File: src/rtl/adaptive_filter_ctrlport_master.sv
// CtrlPort initiator: turns a command stream into single-outstanding CtrlPort
// read/write transactions and returns one status/readback word per command.
// Optional write read-back verification is compiled in when the macro
// ADAPTIVE_FILTER_CTRLPORT_VERIFY_EN is defined.
// Status codes: 0 OK, 1 TIMEOUT, 2 VERIFY_FAIL.
module adaptive_filter_ctrlport_master #(
  parameter int unsigned TIMEOUT = 64
) (
  input  logic        ctrlport_clk,
  input  logic        ctrlport_rst,
  input  logic        s_cmd_valid,
  output logic        s_cmd_ready,
  input  logic        s_cmd_wr,
  input  logic [19:0] s_cmd_addr,
  input  logic [31:0] s_cmd_data,
  output logic        m_ctrlport_req_wr,
  output logic        m_ctrlport_req_rd,
  output logic [19:0] m_ctrlport_req_addr,
  output logic [31:0] m_ctrlport_req_data,
  input  logic        m_ctrlport_resp_ack,
  input  logic [31:0] m_ctrlport_resp_data,
  output logic        m_rsp_valid,
  input  logic        m_rsp_ready,
  output logic [31:0] m_rsp_data,
  output logic [1:0]  m_rsp_status
);

  typedef enum logic [2:0] {
    IDLE,
    REQ,
    WAIT,
    VREQ,
    VWAIT,
    RESP
  } state_t;

  localparam logic [1:0]  ST_OK      = 2'd0;
  localparam logic [1:0]  ST_TIMEOUT = 2'd1;
  localparam logic [1:0]  ST_VERIFY  = 2'd2;
  localparam logic [15:0] CNT_LAST   = 16'(TIMEOUT - 1);

  state_t      state;
  logic        cmd_wr;
  logic [15:0] cnt;

  // Ready is decoded from the state (and gated by reset) so it is low while
  // reset is held and rises in the very first cycle after reset releases.
  assign s_cmd_ready = (state == IDLE) && !ctrlport_rst;

  // Transaction FSM with registered request and response outputs.
  always_ff @(posedge ctrlport_clk) begin
    if (ctrlport_rst) begin
      state               <= IDLE;
      cmd_wr              <= 1'b0;
      cnt                 <= '0;
      m_ctrlport_req_wr   <= 1'b0;
      m_ctrlport_req_rd   <= 1'b0;
      m_ctrlport_req_addr <= '0;
      m_ctrlport_req_data <= '0;
      m_rsp_valid         <= 1'b0;
      m_rsp_data          <= '0;
      m_rsp_status        <= ST_OK;
    end else begin
      m_ctrlport_req_wr <= 1'b0;
      m_ctrlport_req_rd <= 1'b0;
      case (state)
        IDLE: begin
          if (s_cmd_valid) begin
            // The request pulse is registered here so it is on the pins
            // for exactly the cycle the FSM spends in REQ.
            cmd_wr              <= s_cmd_wr;
            m_ctrlport_req_addr <= s_cmd_addr;
            m_ctrlport_req_data <= s_cmd_data;
            m_ctrlport_req_wr   <= s_cmd_wr;
            m_ctrlport_req_rd   <= !s_cmd_wr;
            state               <= REQ;
          end
        end
        REQ: begin
          cnt   <= '0;
          state <= WAIT;
        end
        WAIT: begin
          if (m_ctrlport_resp_ack) begin
            m_rsp_status <= ST_OK;
            if (cmd_wr) begin
`ifdef ADAPTIVE_FILTER_CTRLPORT_VERIFY_EN
              m_ctrlport_req_rd <= 1'b1;
              state             <= VREQ;
`else
              m_rsp_data  <= m_ctrlport_req_data;
              m_rsp_valid <= 1'b1;
              state       <= RESP;
`endif
            end else begin
              m_rsp_data  <= m_ctrlport_resp_data;
              m_rsp_valid <= 1'b1;
              state       <= RESP;
            end
          end else if (cnt == CNT_LAST) begin
            m_rsp_data   <= '0;
            m_rsp_status <= ST_TIMEOUT;
            m_rsp_valid  <= 1'b1;
            state        <= RESP;
          end else begin
            cnt <= cnt + 16'd1;
          end
        end
`ifdef ADAPTIVE_FILTER_CTRLPORT_VERIFY_EN
        VREQ: begin
          cnt   <= '0;
          state <= VWAIT;
        end
        VWAIT: begin
          if (m_ctrlport_resp_ack) begin
            m_rsp_data   <= m_ctrlport_resp_data;
            m_rsp_status <= (m_ctrlport_resp_data == m_ctrlport_req_data) ? ST_OK : ST_VERIFY;
            m_rsp_valid  <= 1'b1;
            state        <= RESP;
          end else if (cnt == CNT_LAST) begin
            m_rsp_data   <= '0;
            m_rsp_status <= ST_TIMEOUT;
            m_rsp_valid  <= 1'b1;
            state        <= RESP;
          end else begin
            cnt <= cnt + 16'd1;
          end
        end
`endif
        RESP: begin
          if (m_rsp_ready) begin
            m_rsp_valid <= 1'b0;
            state       <= IDLE;
          end
        end
        default: state <= IDLE;
      endcase
    end
  end

endmodule

File: config.mk
export PLATFORM = sky130hd
export DESIGN_NAME = adaptive_filter_ctrlport_master
export DESIGN_NICKNAME = d
export VERILOG_FILES = /design/src/rtl/adaptive_filter_ctrlport_master.sv
export SDC_FILE = /design/constraint.sdc
export NUM_CORES = 1
export LEC_CHECK = 0
export ABC_AREA = 0
export BUFFER_PORTS_ARGS = -buffer_cell sky130_fd_sc_hd__buf_2
export CORE_UTILIZATION = 43
export CTS_CLUSTER_SIZE = 28
export DETAILED_ROUTE_END_ITERATION = 12
export GPL_TIMING_DRIVEN = 1
export PLACE_DENSITY_LB_ADDON = 0.12
export SYNTH_ARGS = -nofsm -noshare
export SYNTH_HDL_FRONTEND = slang
export SYNTH_SLANG_ARGS = --single-unit
File: constraint.sdc
create_clock -name ctrlport_clk -period 1.89 [get_ports ctrlport_clk]
set_clock_uncertainty 0.05 [all_clocks]
set_input_delay 0.567 -clock ctrlport_clk [delete_from_list [all_inputs] [get_ports ctrlport_clk]]
set_output_delay 0.567 -clock ctrlport_clk [all_outputs]
set_load 0.1 [all_outputs]
==> impl_metrics.csv, run 1 <==
group,metric,value,unit
detailed_routing,dr_total_vias,4189,
detailed_routing,drt-total-wl,12.09,mm
critical_path,crit_path_max_incr_delay,0.39,ns
global_routing,grt_max_degree,39,
logic_synthesis,synth_edf_count,0,
global_routing,grt.busiest_layer,"met2",
global_routing,grt_pass1_wl,17.94,mm
clocking,holdBufCountCts,0,
clocking,cts_buffers,9,
finish,fillers,916,
critical_path,critPathLaunchType,"flop",
clocking,cts_root_buffer,"clkbuf_8",
critical_path,worstSetupPathType,"flop to output pin",
clocking,cts_sinks,108,
critical_path,crit_chain,"buf_6 -> nor4_4 -> buf_12",
outcome,violations,"setup timing",
finish,stdcell_count,824,
pwr,vdd.ir_drop.worst,527.2,µV
pwr,internal_power,3.534,mW
finish,drive_above_1_share,39.36,%
placed_design,gp_congestion,0.8257,
finish,syn_to_final_growth,38.03,%
finish,mostFrequentLayoutCells,"buf_2, nand2_1, dfxtp_1",
detailed_routing,wire_per_inst,14.67,µm
logic_synthesis,ys_async_sr_fraction,0,%
logic_synthesis,netlist-cell-type-count,43,
pwr,power.density,1036,nW/µm²
placed_design,dp_cells,801,
global_routing,grt_use_total,22.47,%
detailed_routing,via_per_inst,5.084,
critical_path,crit_cells,3,
placed_design,port-buffer-count,178,
critical_path,crit_end,"s_cmd_ready",
global_routing,antenna_found_initial,0,
pwr,p_comb_share,37.0,%
timing,rsz0062_at_grt,"yes",
timing,hold_slack,0.3333,ns
pwr,seq_power_share,41.8,%
critical_path,cpMaxStageDelayCell,"nor4_4",
finish,final_cell_area,5913,µm²
critical_path,endpoint_kind,"output pin",
logic_synthesis,ys_seq_area_share,50.47,%
floorplanning,core,9729,µm²
floorplanning,rows,36,
clocking,clkTransAtPathRegs,0.09,ns
finish,nNetsFinal,778,
outcome,outcome,"finished with violations",
critical_path,reg2reg_slack,-0.14,ns
pwr,clkPwrFrac,21.3,%
pwr,leakage,2.613,nW
critical_path,crit_required,1.27,ns
logic_synthesis,synthFlopType,"dfxtp_1",
timing,max_freq,486.7,MHz
critical_path,worstSetupStartpoint,"state[0]",
logic_synthesis,netlist_instances,484,
global_routing,grt_pass1_vias,3741,
detailed_routing,antenna_left,0,
timing,fin_tns_setup,-0.3113,ns
global_routing,grtUsageMet3,4.378,%
critical_path,path_buf_inv,2,
detailed_routing,drc,0,
timing,hold_viol_final,0,
critical_path,r2r_start,"state[0]",
timing,fin_crit_sh,108.7,%
finish,postLayoutCoreUtil,60.78,%
critical_path,cp_max_fo,2,
clocking,clock_path_buffers,2,
logic_synthesis,syn_area_per_cell,8.851,µm²
logic_synthesis,syn_nets,575,
floorplanning,initial_utilization,44.03,%
clocking,cts_tree,"built",
clocking,h-tree-depth,3,
clocking,clkLatencyLatePin,0.37,ns
floorplanning,die_w,101.8,µm
global_routing,grtUsageMet1,27.24,%
placed_design,placed_area,5597,µm²
floorplanning,die_h,101.8,µm
critical_path,crit_arrival,1.44,ns
timing,finalWorstSetupSlack,-0.1646,ns
timing,slew_violations,0,
critical_path,r2r-end,"cnt[15]",
pwr,switchingPower,2.594,mW
finish,final_common_cell,"buf_2",
timing,min_period,2.055,ns
min_path,min_path_type,"input port to flop",
critical_path,critPathTopFamily,"simple AND/OR/NAND/NOR gates",
pwr,power,6.128,mW
logic_synthesis,synth.cell_area,4284,µm²
pwr,p_sw_share,42.33,%
logic_synthesis,yosys_warnings,0,
floorplanning,ios,180,
run,cap_violations,0,
critical_path,reg2regPathDepth,7,
placed_design,dp_hpwl,8.503,mm
placed_design,pre_cts_slack,0.0002476,ns
global_routing,grt.overflow.total,0,
global_routing,use_met2,38.83,%
detailed_routing,drt_iter0_markers,133,
logic_synthesis,yosys_register_bits,108,
timing,finalSetupViolCount,3,
finish,antenna-diode-count,0,
floorplanning,die_area,10370,µm²
detailed_routing,dr.pass1.iters,5,
area by class of cell:
class                           instances  area, µm²  share of cell area [%]
Clock buffer                           12      155.1                   2.624
Sequential cell                       108       2170                   36.69
Tap cell                              133      166.4                   2.814
Inverter                                3      11.26                  0.1904
Clock inverter                          3      22.52                  0.3809
Multi-Input combinational cell        337       2046                   34.60
Timing Repair Buffer                  228       1343                   22.70
how the worst min path moves through the flow:
stage / startpoint / end / slack, ns / cells after the start
after detailed placement: m_rsp_data[29] / m_rsp_data[29] / 0.39 / 1
after global placement: m_rsp_data[16] / m_rsp_data[16] / 0.39 / 1
after floorplan: cnt[10] / cnt[10] / 0.41 / 1
after CTS: s_cmd_wr / m_ctrlport_req_rd / 0.32 / 2
final: s_cmd_wr / m_ctrlport_req_rd / 0.33 / 2
after global routing: s_cmd_wr / m_ctrlport_req_rd / 0.31 / 2
sequential cells by signal, summed over array words and instances, names as in the netlist:
| name | count |
|---|---|
| m_rsp_valid | 1 |
| m_ctrlport_req_wr | 1 |
| m_rsp_data | 32 |
| m_ctrlport_req_addr | 20 |
| cmd_wr | 1 |
| state | 3 |
| m_ctrlport_req_rd | 1 |
| cnt | 16 |
| m_rsp_status | 1 |
| m_ctrlport_req_data | 32 |
logic make-up after synthesis:
kind of cell,synth area share (%)
AOI/OAI and AO/OA,17.87
and+or+nand+nor,19.01
adders and majority gates,0.2920
buffers and inverters,4.059
DFF,50.47
muxes,8.207
other,0.08753
Yosys cell counts (all sizes together) (2+ instances only):
cell type,count,area (µm²)
clkbuf,25,93.84
nand3,6,30.03
a31oi,7,43.79
o2bb2ai,32,280.3
nor4,4,31.28
and4,2,20.02
dfxtp,108,2162
inv,3,11.26
nor2,14,55.06
mux2i,34,340.3
nor3b,5,53.80
or4,3,22.52
o21ai,16,80.08
nor3,6,30.03
nor2b,2,12.51
buf,11,68.81
a21oi,66,330.3
nand4,7,43.79
or4b,2,20.02
nand2,116,435.4
metal layers:
| metal | wire [µm] | vias up |
|---|---|---|
| li1 | - | 2096 |
| met1 | 5236 | 1946 |
| met2 | 5986 | 131 |
| met3 | 656 | 16 |
| met4 | 205 | 0 |
| met5 | 0 | - |
power groups by stage:
stage,combinational (mW),clock [mW],sequential (mW)
6_report,2.27,1.30,2.56
5_1_grt,2.38,1.43,2.58
3_5_place_dp,2.21,0,2.61
2_1_floorplan,0.616,0,3.69
4_1_cts,2.24,1.34,2.56
3_3_place_gp,2.19,0,2.60
what timing repair did:
action / CTS / global route
pin swaps: 1 / 9
gates resized for setup: 9 / 16
buffers inserted: 4 / 5
endpoints found under the setup margin: 6 / 50
(Power assumes the default switching activity.)
==> run 2, diff against run 1 <==
Settings changed: ABC_AREA 0 to 1, CORE_UTILIZATION 43 to 44.
==> run 2 against run 1 <==
The flow now finishes without violations. Sequential power is essentially flat. Area after synthesis grew 12%. Core utilization shrank 3.1 points. Highest routed layer unchanged. Power shrank 5.6%.
==> impl_metrics.csv, run 2 <==
group,metric,value,unit
logic_synthesis,yosys.area.top_type,"dfxtp_1",
pwr,clkPwrFrac,24.1,%
floorplanning,die_area,11340,µm²
logic_synthesis,netlist_instances,640,
detailed_routing,wire_per_inst,13.83,µm
finish,final_common_cell,"nand2_1",
floorplanning,rows,37,
logic_synthesis,yosys_warnings,0,
critical_path,endpoint_kind,"output pin",
critical_path,r2r-end,"cnt[14]",
critical_path,worstSetupStartpoint,"state[0]",
pwr,p_comb_share,32.0,%
global_routing,use_met2,39.05,%
floorplanning,initial_utilization,45.93,%
clocking,cts_buffers,9,
timing,min_period,1.871,ns
finish,reg.largest.list,"m_ctrlport_req_data x32, m_rsp_data x32, m_ctrlport_req_addr x20",
global_routing,antenna_found_initial,0,
logic_synthesis,synthTopCellsByCount,"nand2_1, dfxtp_1, a21oi_1",
critical_path,cpMaxStageDelayCell,"dfxtp_2",
timing,fin_crit_sh,99.01,%
critical_path,crit_chain,"nor2_4 -> inv_2 -> nor3_4 -> buf_12",
pwr,p_sw_share,41.16,%
global_routing,grt_use_total,23.01,%
critical_path,crit_arrival,1.25,ns
timing,max_freq,534.4,MHz
placed_design,placed_area,5824,µm²
logic_synthesis,ys_async_sr_fraction,0,%
global_routing,grt_pass1_wl,20.96,mm
finish,area.sequential,2165,µm²
clocking,h-tree-depth,3,
finish,antenna-diode-count,0,
detailed_routing,drc,0,
pwr,power.density,958.4,nW/µm²
logic_synthesis,synthTopCellsByArea,"dfxtp_1, nand2_1, a21oi_1",
pwr,internal_power,3.404,mW
logic_synthesis,syn_nets,731,
global_routing,grtUsageMet1,28.08,%
clocking,clock_path_buffers,2,
global_routing,grt_max_degree,58,
clocking,cts_tree,"built",
floorplanning,die_w,106.5,µm
detailed_routing,dr.pass1.iters,5,
clocking,cts_sinks,108,
timing,fin_tns_setup,0,ns
critical_path,critPathLaunchType,"flop",
placed_design,gp_congestion,0.8810,
min_path,min_path_type,"input port to flop",
timing,tightest_slew,0.5130,ns
finish,mostFrequentLayoutCells,"nand2_1, buf_2, dfxtp_1",
global_routing,grt.overflow.total,0,
logic_synthesis,synthFlopType,"dfxtp_1",
logic_synthesis,synth_edf_count,0,
clocking,cts_root_buffer,"clkbuf_8",
critical_path,crit_path_max_incr_delay,0.35,ns
floorplanning,ios,180,
placed_design,dp_hpwl,9.193,mm
critical_path,cp_max_fo,2,
detailed_routing,via_per_inst,5.036,
finish,fillers,1056,
timing,finalSetupViolCount,0,
critical_path,crit_end,"s_cmd_ready",
finish,syn_to_final_growth,25.59,%
critical_path,crit_required,1.27,ns
critical_path,worstSetupPathType,"flop to output pin",
critical_path,reg2reg_slack,0.18,ns
global_routing,grt_pass1_vias,4494,
global_routing,grtUsageMet3,5.825,%
pwr,power,5.784,mW
pwr,leakage,2.738,nW
finish,multi_input_area,2307,µm²
logic_synthesis,syn_area_per_cell,7.509,µm²
timing,relSlewSlack,66.04,%
run,cap_violations,0,
clocking,clkLatencyLatePin,0.36,ns
finish,final_cell_area,6036,µm²
logic_synthesis,netlist-cell-type-count,29,
clocking,clkTransAtPathRegs,0.11,ns
critical_path,r2r_start,"cnt[0]",
pwr,seq_power_share,43.9,%
logic_synthesis,synth.cell_area,4806,µm²
logic_synthesis,yosysMostFrequentCell,"nand2_1",
timing,hold_viol_final,0,
floorplanning,die_h,106.5,µm
detailed_routing,antenna_left,0,
pwr,vdd.ir_drop.worst,527.4,µV
logic_synthesis,ys_seq_area_share,44.99,%
detailed_routing,dr_total_vias,4764,
floorplanning,core,10460,µm²
logic_synthesis,yosysTopAreaCellShare,44.99,%
detailed_routing,drt_iter0_markers,233,
pwr,switchingPower,2.381,mW
timing,rsz0062_at_grt,"yes",
finish,nNetsFinal,896,
critical_path,reg2regPathDepth,9,
outcome,outcome,"finished clean",
placed_design,port-buffer-count,178,
finish,drive_above_1_share,32.22,%
detailed_routing,drt-total-wl,13.08,mm
logic_synthesis,yosys_register_bits,108,
timing,slew_violations,0,
global_routing,grt.busiest_layer,"met2",
==> run 2: power groups by stage <==
stage | clock network, mW | logic (mW) | registers [mW]
after global placement | 0 | 1.83 | 2.58
after floorplan | 0 | 0.613 | 3.43
after CTS | 1.44 | 1.86 | 2.54
after detailed placement | 0 | 1.84 | 2.59
final | 1.40 | 1.85 | 2.54
after global routing | 1.53 | 1.96 | 2.56
==> run 2: logic make-up after synthesis <==
| kind of cell | count (synthesis) | synth area share (%) |
|---|---|---|
| AND/OR/NAND/NOR | 321 | 28.51 |
| flip-flops | 108 | 44.99 |
| AO/OA/AOI/OAI | 104 | 11.25 |
| buffers and inverters | 72 | 7.237 |
| multiplexers | 32 | 7.498 |
| adder cells (fa/ha/maj) | 1 | 0.2603 |
| other | 1 | 0.07803 |
| XOR/XNOR | 1 | 0.1823 |
==> run 2: worst min path at each step <==
stage | startpoint | end | cells past startpoint
after floorplan | cnt[0] | cnt[0] | 1
after global placement | m_ctrlport_req_addr[19] | m_ctrlport_req_addr[19] | 2
after detailed placement | m_ctrlport_req_addr[17] | m_ctrlport_req_addr[17] | 2
after CTS | s_cmd_wr | m_ctrlport_req_rd | 2
after global routing | s_cmd_wr | m_ctrlport_req_rd | 2
final | s_cmd_wr | m_ctrlport_req_rd | 2
==> run 2: worst max-delay path, delay by kind of cell, from the launching register on <==
kind                   cells  cell delay (ns)
DFF                        1             0.35
and+or+nand+nor            2             0.28
buffers and inverters      2             0.26
==> run 2: what timing repair did <==
action                                 in CTS  in global routing
buffers inserted                            2                  0
pin swaps                                   2                  0
hold buffers                                0                  0
endpoints found under the hold margin       0                  0
setup endpoints to repair                   1                  1
resized for setup                           2                  1
==> run 2: area by class of cell <==
cell class                      instances  share of cell area, %
Sequential cell                       108                  35.86
Timing Repair Buffer                  195                  17.95
Multi-Input combinational cell        460                  38.23
Clock buffer                           10                  2.280
Clock inverter                          6                 0.9328
Inverter                               31                  1.928
Tap cell                              136                  2.819
==> run 2: layer usage <==
metal	up-vias	part of all wire (%)
met5	-	0
met4	0	1.1
met3	10	7.3
met2	161	50
met1	2173	42
li1	2420	-
==> run 2: metrics by stage <==
stage | hold WS, ns | worst slack, ns | util, % | cells
final | 0.3151 | 0.01871 | 57.69 | 946
after global routing | 0.2964 | -0.03636 | 57.69 | 946
after CTS | 0.2966 | -0.01263 | 57.68 | 946
after detailed placement | 0.4073 | 0.1830 | 55.67 | 928
after global placement | 0.4010 | 0.1845 | 55.67 | 928
after floorplan | 0.4003 | -0.1813 | - | 640
==> run 3, diff against run 2 <==
Settings changed: BUFFER_PORTS_ARGS -buffer_cell sky130_fd_sc_hd__buf_2 to -buffer_cell sky130_fd_sc_hd__buf_4.
==> run 3 against run 2 <==
The flow now finishes with violations (setup timing). Critical path depth did not move. Sequential cell count is the same. Global-route usage grew 0.80 points. Sequential power barely moved. Wire length is 3.2% higher. Die area unchanged. Sequential share of layout area shrank 2.4 points. First-iteration DRC count increased by 12%. Non-clock buffer count up 1.
==> impl_metrics.csv, run 3 (synthesized netlist as in run 2, its figures left out) <==
group,metric,value,unit
finish,final_common_cell,"nand2_1",
finish,antenna-diode-count,0,
critical_path,r2r_start,"state[2]",
critical_path,reg2regPathDepth,9,
critical_path,endpoint_kind,"output pin",
clocking,clkTransAtPathRegs,0.11,ns
detailed_routing,dr_total_vias,4808,
timing,max_freq,523.3,MHz
detailed_routing,wire_per_inst,14.25,µm
critical_path,cpMaxStageDelayCell,"dfxtp_4",
critical_path,crit_chain,"nor2_4 -> inv_2 -> nor3_4 -> buf_12",
critical_path,crit_path_max_incr_delay,0.37,ns
finish,stdcell_count,947,
global_routing,grtUsageMet3,6.315,%
floorplanning,die_h,106.5,µm
min_path,hold_end,"m_ctrlport_req_rd",
global_routing,grt_pass1_vias,4592,
clocking,clock_path_buffers,2,
floorplanning,initial_utilization,45.93,%
global_routing,grt_pass1_wl,21.65,mm
finish,area.sequential,2166,µm²
timing,finalWorstSetupSlack,-0.02105,ns
timing,rsz0062_at_grt,"yes",
critical_path,cp_max_fo,2,
global_routing,grtUsageMet1,29.19,%
placed_design,port-buffer-count,178,
min_path,min_from,"s_cmd_wr",
detailed_routing,dr.pass1.iters,5,
detailed_routing,drc,0,
pwr,vdd.ir_drop.worst,453.4,µV
timing,min_period,1.911,ns
critical_path,worstSetupPathType,"flop to output pin",
clocking,cts_root_buffer,"clkbuf_8",
floorplanning,die_w,106.5,µm
clocking,cts_sinks,108,
detailed_routing,antenna_left,0,
global_routing,grt_max_degree,96,
floorplanning,die_area,11340,µm²
clocking,clkLatencyLatePin,0.36,ns
finish,reg.largest.list,"m_ctrlport_req_data x32, m_rsp_data x32, m_ctrlport_req_addr x20",
detailed_routing,drt_iter0_markers,262,
pwr,power,5.962,mW
pwr,power.density,921.9,nW/µm²
outcome,violations,"setup timing",
floorplanning,core,10460,µm²
global_routing,antenna_found_initial,0,
critical_path,reg2reg_slack,0.19,ns
timing,finalSetupViolCount,1,
critical_path,worstSetupStartpoint,"state[0]",
finish,syn_to_final_growth,34.57,%
timing,slew_violations,0,
floorplanning,rows,37,
global_routing,use_met2,39.84,%
placed_design,dp_hpwl,9.310,mm
timing,hold_viol_final,0,
critical_path,r2r-end,"state[2]",
finish,multi_input_area,2307,µm²
timing,hold_slack,0.3040,ns
placed_design,pre_cts_slack,0.09813,ns
placed_design,gp_congestion,0.8607,
min_path,holdPathStages,2,
global_routing,grt.overflow.total,0,
min_path,min_path_type,"input port to flop",
outcome,outcome,"finished with violations",
timing,fin_crit_sh,101.1,%
floorplanning,ios,180,
detailed_routing,via_per_inst,5.077,
pwr,leakage,2.810,nW
global_routing,grt.busiest_layer,"met2",
critical_path,crit_required,1.27,ns
placed_design,dp_cells,929,
global_routing,grt_use_total,23.81,%
finish,postLayoutCoreUtil,61.82,%
clocking,cts_buffers,9,
critical_path,critPathLaunchType,"flop",
clocking,cts_tree,"built",
finish,drive_above_1_share,32.06,%
finish,nNetsFinal,897,
critical_path,crit_arrival,1.29,ns
run,cap_violations,0,
detailed_routing,drt-total-wl,13.50,mm
finish,mostFrequentLayoutCells,"nand2_1, buf_4, dfxtp_1",
finish,fillers,1011,
clocking,h-tree-depth,3,
==> run 3: cell types whose count changed in the layout (fill, tap and decap cells not counted), sizes merged <==
cell      previous run  this run
inv                 35        33
buf                195       196
clkinvlp             0         1
bufinv               0         1
==> run 3: power by group <==
part	internal [mW]	switching, mW
combinational	0.553	1.42
sequential	2.43	0.115
clock	0.629	0.815
total	3.61	2.35
==> run 3: through the flow <==
stage / TNS, ns / instance area, µm²
after global placement: 0 / 6237
after floorplan: -0.2124 / 4827
after global routing: -0.08098 / 6467
after CTS: -0.03340 / 6467
final: -0.02105 / 6467
after detailed placement: 0 / 6237
==> run 3: worst max-delay path by stage <==
stage | to | slack, ns | cells after the start
floorplan | s_cmd_ready | -0.18 | 2
global placement | s_cmd_ready | 0.09 | 3
detailed placement | s_cmd_ready | 0.1 | 3
CTS | s_cmd_ready | -0.03 | 4
global route | s_cmd_ready | -0.08 | 4
finish | s_cmd_ready | -0.02 | 4
==> run 3: layout make-up <==
cell class                      count  share of cell area [%]
Clock buffer                       10                   1.973
Clock inverter                      6                   1.103
Inverter                           31                   1.799
Multi-Input combinational cell    460                   35.67
Sequential cell                   108                   33.49
Tap cell                          136                   2.631
Timing Repair Buffer              196                   23.33
==> run 3: repair_timing <==
action / in CTS / in global routing
endpoints found under the setup margin: 1 / 1
hold buffers: 0 / 0
pin swaps: 2 / 0
gates resized for setup: 6 / 0
buffers inserted: 2 / 0
==> run 3: layer usage <==
layer,routed length (µm),share of wire (%)
met1,5688,42
met3,915,6.8
met2,6598,49
met4,294,2.2
met5,0,0
==> run 3: critical path: cells and delay by family (launching register included) <==
family / cells / cell delay (ns)
flip-flops: 1 / 0.37
buffers and inverters: 2 / 0.27
AND/OR/NAND/NOR: 2 / 0.30
